File: src/rtl/dds_key_ctrl.sv
// Front-panel key decoder for the DDS generator: turns debounced key pulses into
// waveform selection, mute state and a saturating frequency tuning word.
module dds_key_ctrl #(
    parameter logic [23:0] CNT_DBL_MAX = 24'd9_999_999,
    parameter logic [31:0] FREQ_STEP   = 32'd85_899,
    parameter logic [31:0] FREQ_MIN    = 32'd85_899,
    parameter logic [31:0] FREQ_MAX    = 32'd858_993_459,
    parameter logic [31:0] FREQ_INIT   = 32'd85_899
) (
    input  logic        sys_clk,
    input  logic        sys_rst_n,
    input  logic        key0_flag,
    input  logic        key1_flag,
    input  logic        key2_flag,
    output logic [1:0]  wave_select,
    output logic        wave_en,
    output logic [31:0] freq_word,
    output logic        cfg_update
);

    typedef enum logic {
        IDLE  = 1'b0,
        WAIT2 = 1'b1
    } state_t;

    // Saturation thresholds in 33 bits so neither the limit nor the step can wrap.
    localparam logic [32:0] UP_LIMIT = {1'b0, FREQ_MAX} - {1'b0, FREQ_STEP};
    localparam logic [32:0] DN_LIMIT = {1'b0, FREQ_MIN} + {1'b0, FREQ_STEP};

    state_t      state_reg, state_next;
    logic [23:0] cnt_dbl_reg, cnt_dbl_next;
    logic [1:0]  wave_select_reg, wave_select_next;
    logic        wave_en_reg, wave_en_next;
    logic [31:0] freq_word_reg, freq_word_next;
    logic        cfg_update_reg, cfg_update_next;
    logic        wave_evt;
    logic        freq_up;
    logic        freq_dn;

    assign freq_up = key1_flag & ~key2_flag;
    assign freq_dn = key2_flag & ~key1_flag;

    always_ff @(posedge sys_clk or negedge sys_rst_n) begin
        if (!sys_rst_n) begin
            state_reg       <= IDLE;
            cnt_dbl_reg     <= '0;
            wave_select_reg <= 2'd0;
            wave_en_reg     <= 1'b1;
            freq_word_reg   <= FREQ_INIT;
            cfg_update_reg  <= 1'b0;
        end else begin
            state_reg       <= state_next;
            cnt_dbl_reg     <= cnt_dbl_next;
            wave_select_reg <= wave_select_next;
            wave_en_reg     <= wave_en_next;
            freq_word_reg   <= freq_word_next;
            cfg_update_reg  <= cfg_update_next;
        end
    end

    always_comb begin
        state_next       = state_reg;
        cnt_dbl_next     = cnt_dbl_reg;
        wave_select_next = wave_select_reg;
        wave_en_next     = wave_en_reg;
        wave_evt         = 1'b0;

        case (state_reg)
            IDLE: begin
                cnt_dbl_next = '0;
                if (key0_flag) begin
                    state_next = WAIT2;
                end
            end
            WAIT2: begin
                // A second press wins even on the last cycle of the window.
                if (key0_flag) begin
                    wave_en_next = ~wave_en_reg;
                    state_next   = IDLE;
                    cnt_dbl_next = '0;
                    wave_evt     = 1'b1;
                end else if (cnt_dbl_reg == CNT_DBL_MAX) begin
                    wave_select_next = wave_select_reg + 2'd1;
                    state_next       = IDLE;
                    cnt_dbl_next     = '0;
                    wave_evt         = 1'b1;
                end else begin
                    cnt_dbl_next = cnt_dbl_reg + 24'd1;
                end
            end
            default: begin
                state_next   = IDLE;
                cnt_dbl_next = '0;
            end
        endcase
    end

    always_comb begin
        freq_word_next = freq_word_reg;
        if (freq_up) begin
            if ({1'b0, freq_word_reg} > UP_LIMIT) begin
                freq_word_next = FREQ_MAX;
            end else begin
                freq_word_next = freq_word_reg + FREQ_STEP;
            end
        end else if (freq_dn) begin
            if ({1'b0, freq_word_reg} < DN_LIMIT) begin
                freq_word_next = FREQ_MIN;
            end else begin
                freq_word_next = freq_word_reg - FREQ_STEP;
            end
        end
    end

    assign cfg_update_next = wave_evt | freq_up | freq_dn;

    assign wave_select = wave_select_reg;
    assign wave_en     = wave_en_reg;
    assign freq_word   = freq_word_reg;
    assign cfg_update  = cfg_update_reg;

endmodule

File: config.mk
export PLATFORM = sky130hd
export DESIGN_NAME = dds_key_ctrl
export DESIGN_NICKNAME = d
export VERILOG_FILES = /design/src/rtl/dds_key_ctrl.sv
export SDC_FILE = /design/constraint.sdc
export NUM_CORES = 1
export LEC_CHECK = 0
export ABC_AREA = 1
export BUFFER_PORTS_ARGS = -buffer_cell sky130_fd_sc_hd__buf_4
export CAP_MARGIN = 30
export CORE_MARGIN = 1.5
export CORE_UTILIZATION = 42
export DETAILED_ROUTE_END_ITERATION = 8
export GPL_TIMING_DRIVEN = 0
export PLACE_DENSITY = 0.64
export SLEW_MARGIN = 10
export SYNTH_ARGS = -nofsm -noshare
export SYNTH_HDL_FRONTEND = slang
export SYNTH_SLANG_ARGS = --single-unit
File: constraint.sdc
create_clock -name sys_clk -period 2.5 [get_ports sys_clk]
set_clock_uncertainty 0.2 [all_clocks]
set_input_delay 0.25 -clock sys_clk [delete_from_list [all_inputs] [get_ports sys_clk]]
set_output_delay 0.25 -clock sys_clk [all_outputs]
set_load 0.1 [all_outputs]
==> results_dict.tcl <==
set metrics [dict create \
    drv_slew 0 \
    firstDrtPassIters 7 \
    synthAdderAreaFrac 0.0111 \
    cts_max_path_buffers 2 \
    initial_core_util 0.428 \
    status "finished, final reports clean" \
    worstSkewPairLatency_ns 0.36 \
    rsz0062_at_grt "yes" \
    synth.largest_area_cell "dfrtp_1" \
    routed_via_density 5.24 \
    areaGrowthSynthToFinish_pct 15.4 \
    path_clk_slew_ns 0.06 \
    power.density_nw_per_um2 1350 \
    vias 5977 \
    synth_compound_area_frac 0.0742 \
    cp_data_arrival_time_ns 2.43 \
    cts_max_level 3 \
    gp_congestion 0.957 \
    critPathMaxFanout 10 \
    setup_tns_ns 0 \
    die_h_um 119 \
    p_leak_nw 3.11 \
    slowest_delay_ns 0.54 \
    dpl_cell_area_um2 6170 \
    cts_tree "built" \
    post-route-cell-area_um2 6510 \
    dp.final_hpwl_um 13300 \
    synthFlopType "dfrtp_1" \
    grt-ovfl-total 0 \
    synth_area_per_cell_um2 6.24 \
    synth-simple-area-share 0.494 \
    crit_type "register to register" \
    antenna_found_initial 1 \
    cp-start-kind "register" \
    numPortBuffers 40 \
    yosysWarnings 0 \
    num_rows 42 \
    finalNetCount 968 \
    cap_violations 0 \
    relSlewSlack 0.469 \
    grt_pass1_vias 5685 \
    synth-seq-area-share 0.273 \
    utilization 0.494 \
    synth_xor_area_frac 0.0357 \
    synth_area_um2 5650 \
    core_area_um2 13200 \
    muxShareOfSynthArea 0 \
    synth_cell_types 46 \
    synthCells 905 \
    synthArstFlopShare 1.00 \
    grt_pass1_wl_um 28800 \
    ios 41 \
    dp_slack_ns 0.124 \
    synth_nets 915 \
    die_w_um 119 \
    clockRootBuffer "clkbuf_16" \
    n_fill_cell 1415 \
    wl_per_cell_um 15.6 \
    drive_above_1_share 0.168 \
    largest_register_ffs 32 \
    total_power_mw 8.77 \
    worst_pin_slew_ns 0.797 \
    fp.dieArea_um2 14100 \
    end_kind "register" \
    grt_max_degree 62 \
    fin_crit_sh 0.954 \
    synth-seq-cells 61 \
    finalHoldViolCount 0 \
    clock-sinks 61 \
    finalCriticalPeriod_ns 2.39 \
    holdWs_ns 0.112 \
    worstPathCellList "buf_4 > nand2_4 > nor2_4 > inv_2 > nor2_2 > nand2_1 > nand2_1 > nand2_2 > nand2_8 > nand2_8 > inv_8 > buf_12 > nand4_1 > o21ai_1" \
    dp.cells 1121 \
    synth_top_family_by_area "simple AND/OR/NAND/NOR gates" \
    fin_ws_ns 0.114 \
    post-route-drc-count 0 \
    yosys-top-cells-area "dfrtp_1, nand2_1, nand3_1" \
    grt.total_usage 0.263 \
    peakVddDrop_mv 0.645 \
    numCtsBuffers 9 \
    synth_top_area_frac 0.222 \
    worst_path_max_delay_cell "dfstp_2" \
    crit_required_ns 2.54 \
    fmax_mhz 419 \
    finalSetupViolations 0 \
    final_cell_count_no_fill 1140 \
    hold_class "input pin to register" \
    drt_wl_total_um 17800 \
    ant_nets 0 \
    drt_iter0_drc 455 \
    synth_edf_count 0 \
]
[synth_stat cells (2+ instances only)]
cell type  count
o21ai_1        8
buf_6         10
xor2_1        21
nor4_1         7
dfstp_2       11
buf_2         11
o21ai_0       22
inv_2         13
clkbuf_1       4
nand4_1       32
inv_1         76
inv_4          4
nand3_1       91
buf_4          5
dfrtp_1       50
o211a_1        2
nor3_1        19
nand3_2        8
ha_1           5
nor2_2         9
nand3b_1       2
nand2_2       11
o22ai_1        2
a21oi_1       35
nor2_8         2
o21a_1         4
nand2_1      298
nand2_4        4
nor2_1       117
nor2_4         5
xnor2_1        2
[logic make-up (layout without fill, tap and decap cells)]
logic type | Yosys count | count (layout)
AOI/OAI and AO/OA | 77 | 77
xor gates and xnor gates | 23 | 23
adders and majority gates | 5 | 5
buffers and inverters | 128 | 186
DFF | 61 | 61
other | 0 | 1
and+or+nand+nor | 611 | 611
[power breakdown]
| group | total (mW) | switching (mW) | internal (mW) | leakage, nW |
|---|---|---|---|---|
| registers | 1.56 | 0.271 | 1.29 | 0.763 |
| clock network | 1.31 | 0.508 | 0.798 | 0.134 |
| logic | 5.90 | 4.36 | 1.54 | 2.21 |
| total | 8.77 | 5.14 | 3.63 | 3.11 |
[path summary, 6_finish.rpt]
| path | cells after the start | slack (ns) | endpoint | from |
|---|---|---|---|---|
| worst min register to register | 1 | 0.29 | wave_en | wave_en |
| max in group asynchronous | 2 | 1.20 | freq_word[21] | sys_rst_n |
| min in group asynchronous | 2 | 0.33 | freq_word[6] | sys_rst_n |
| worst max-delay path | 14 | 0.11 | freq_word[31] | freq_word[10] |
| worst max register to register | 14 | 0.11 | freq_word[31] | freq_word[10] |
| worst min-delay path | 4 | 0.11 | cfg_update | key2_flag |
[worst max-delay path, delay by kind of cell (launching register included)]
kind	cells	cell delay, ns
and+or+nand+nor	9	0.84
buffers and inverters	4	0.52
AOI/OAI and AO/OA	1	0.16
DFF	1	0.54
[layout make-up]
| class | instances | area, um2 | share of cell area |
|---|---|---|---|
| multi-input combinational | 716 | 3490 | 0.536 |
| clock buffer | 11 | 243 | 0.0373 |
| buffer | 33 | 258 | 0.0396 |
| timing repair buffer | 42 | 320 | 0.0492 |
| clock inverter | 5 | 60.1 | 0.00922 |
| inverter | 95 | 374 | 0.0574 |
| sequential | 61 | 1540 | 0.237 |
| antenna | 1 | 2.50 | 0.000384 |
| tap | 176 | 220 | 0.0338 |
[placed cells by master, fill, tap and decap left out, types with 5 or more instances in the layout]
cell type	n
o21ai_0	22
buf_2	11
nand2_2	12
o21ai_1	8
ha_1	5
nor2_2	9
buf_6	10
a21oi_1	35
nor3_1	19
dfrtp_1	47
inv_2	13
nand3_1	91
nand2_1	296
clkbuf_16	9
inv_1	76
nor2_1	117
buf_4	45
xor2_1	21
nand3_2	8
nor4_1	7
dfstp_2	11
nand4_1	32
clkbuf_1	5
nor2_4	5
[metal layers]
layer / track usage / wire [um]
met1: 0.324 / 7480
met2: 0.432 / 8180
met3: 0.0642 / 1470
met4: 0.125 / 675
met5: 0 / 0
[repair_timing]
action,4_1_cts,5_1_grt
setup buffers,0,0
hold buffers,2,0
endpoints found under the hold margin,52,0
endpoints found under the setup margin,0,8
resized for setup,0,4
No activity file was read; power rests on OpenSTA's default activity.
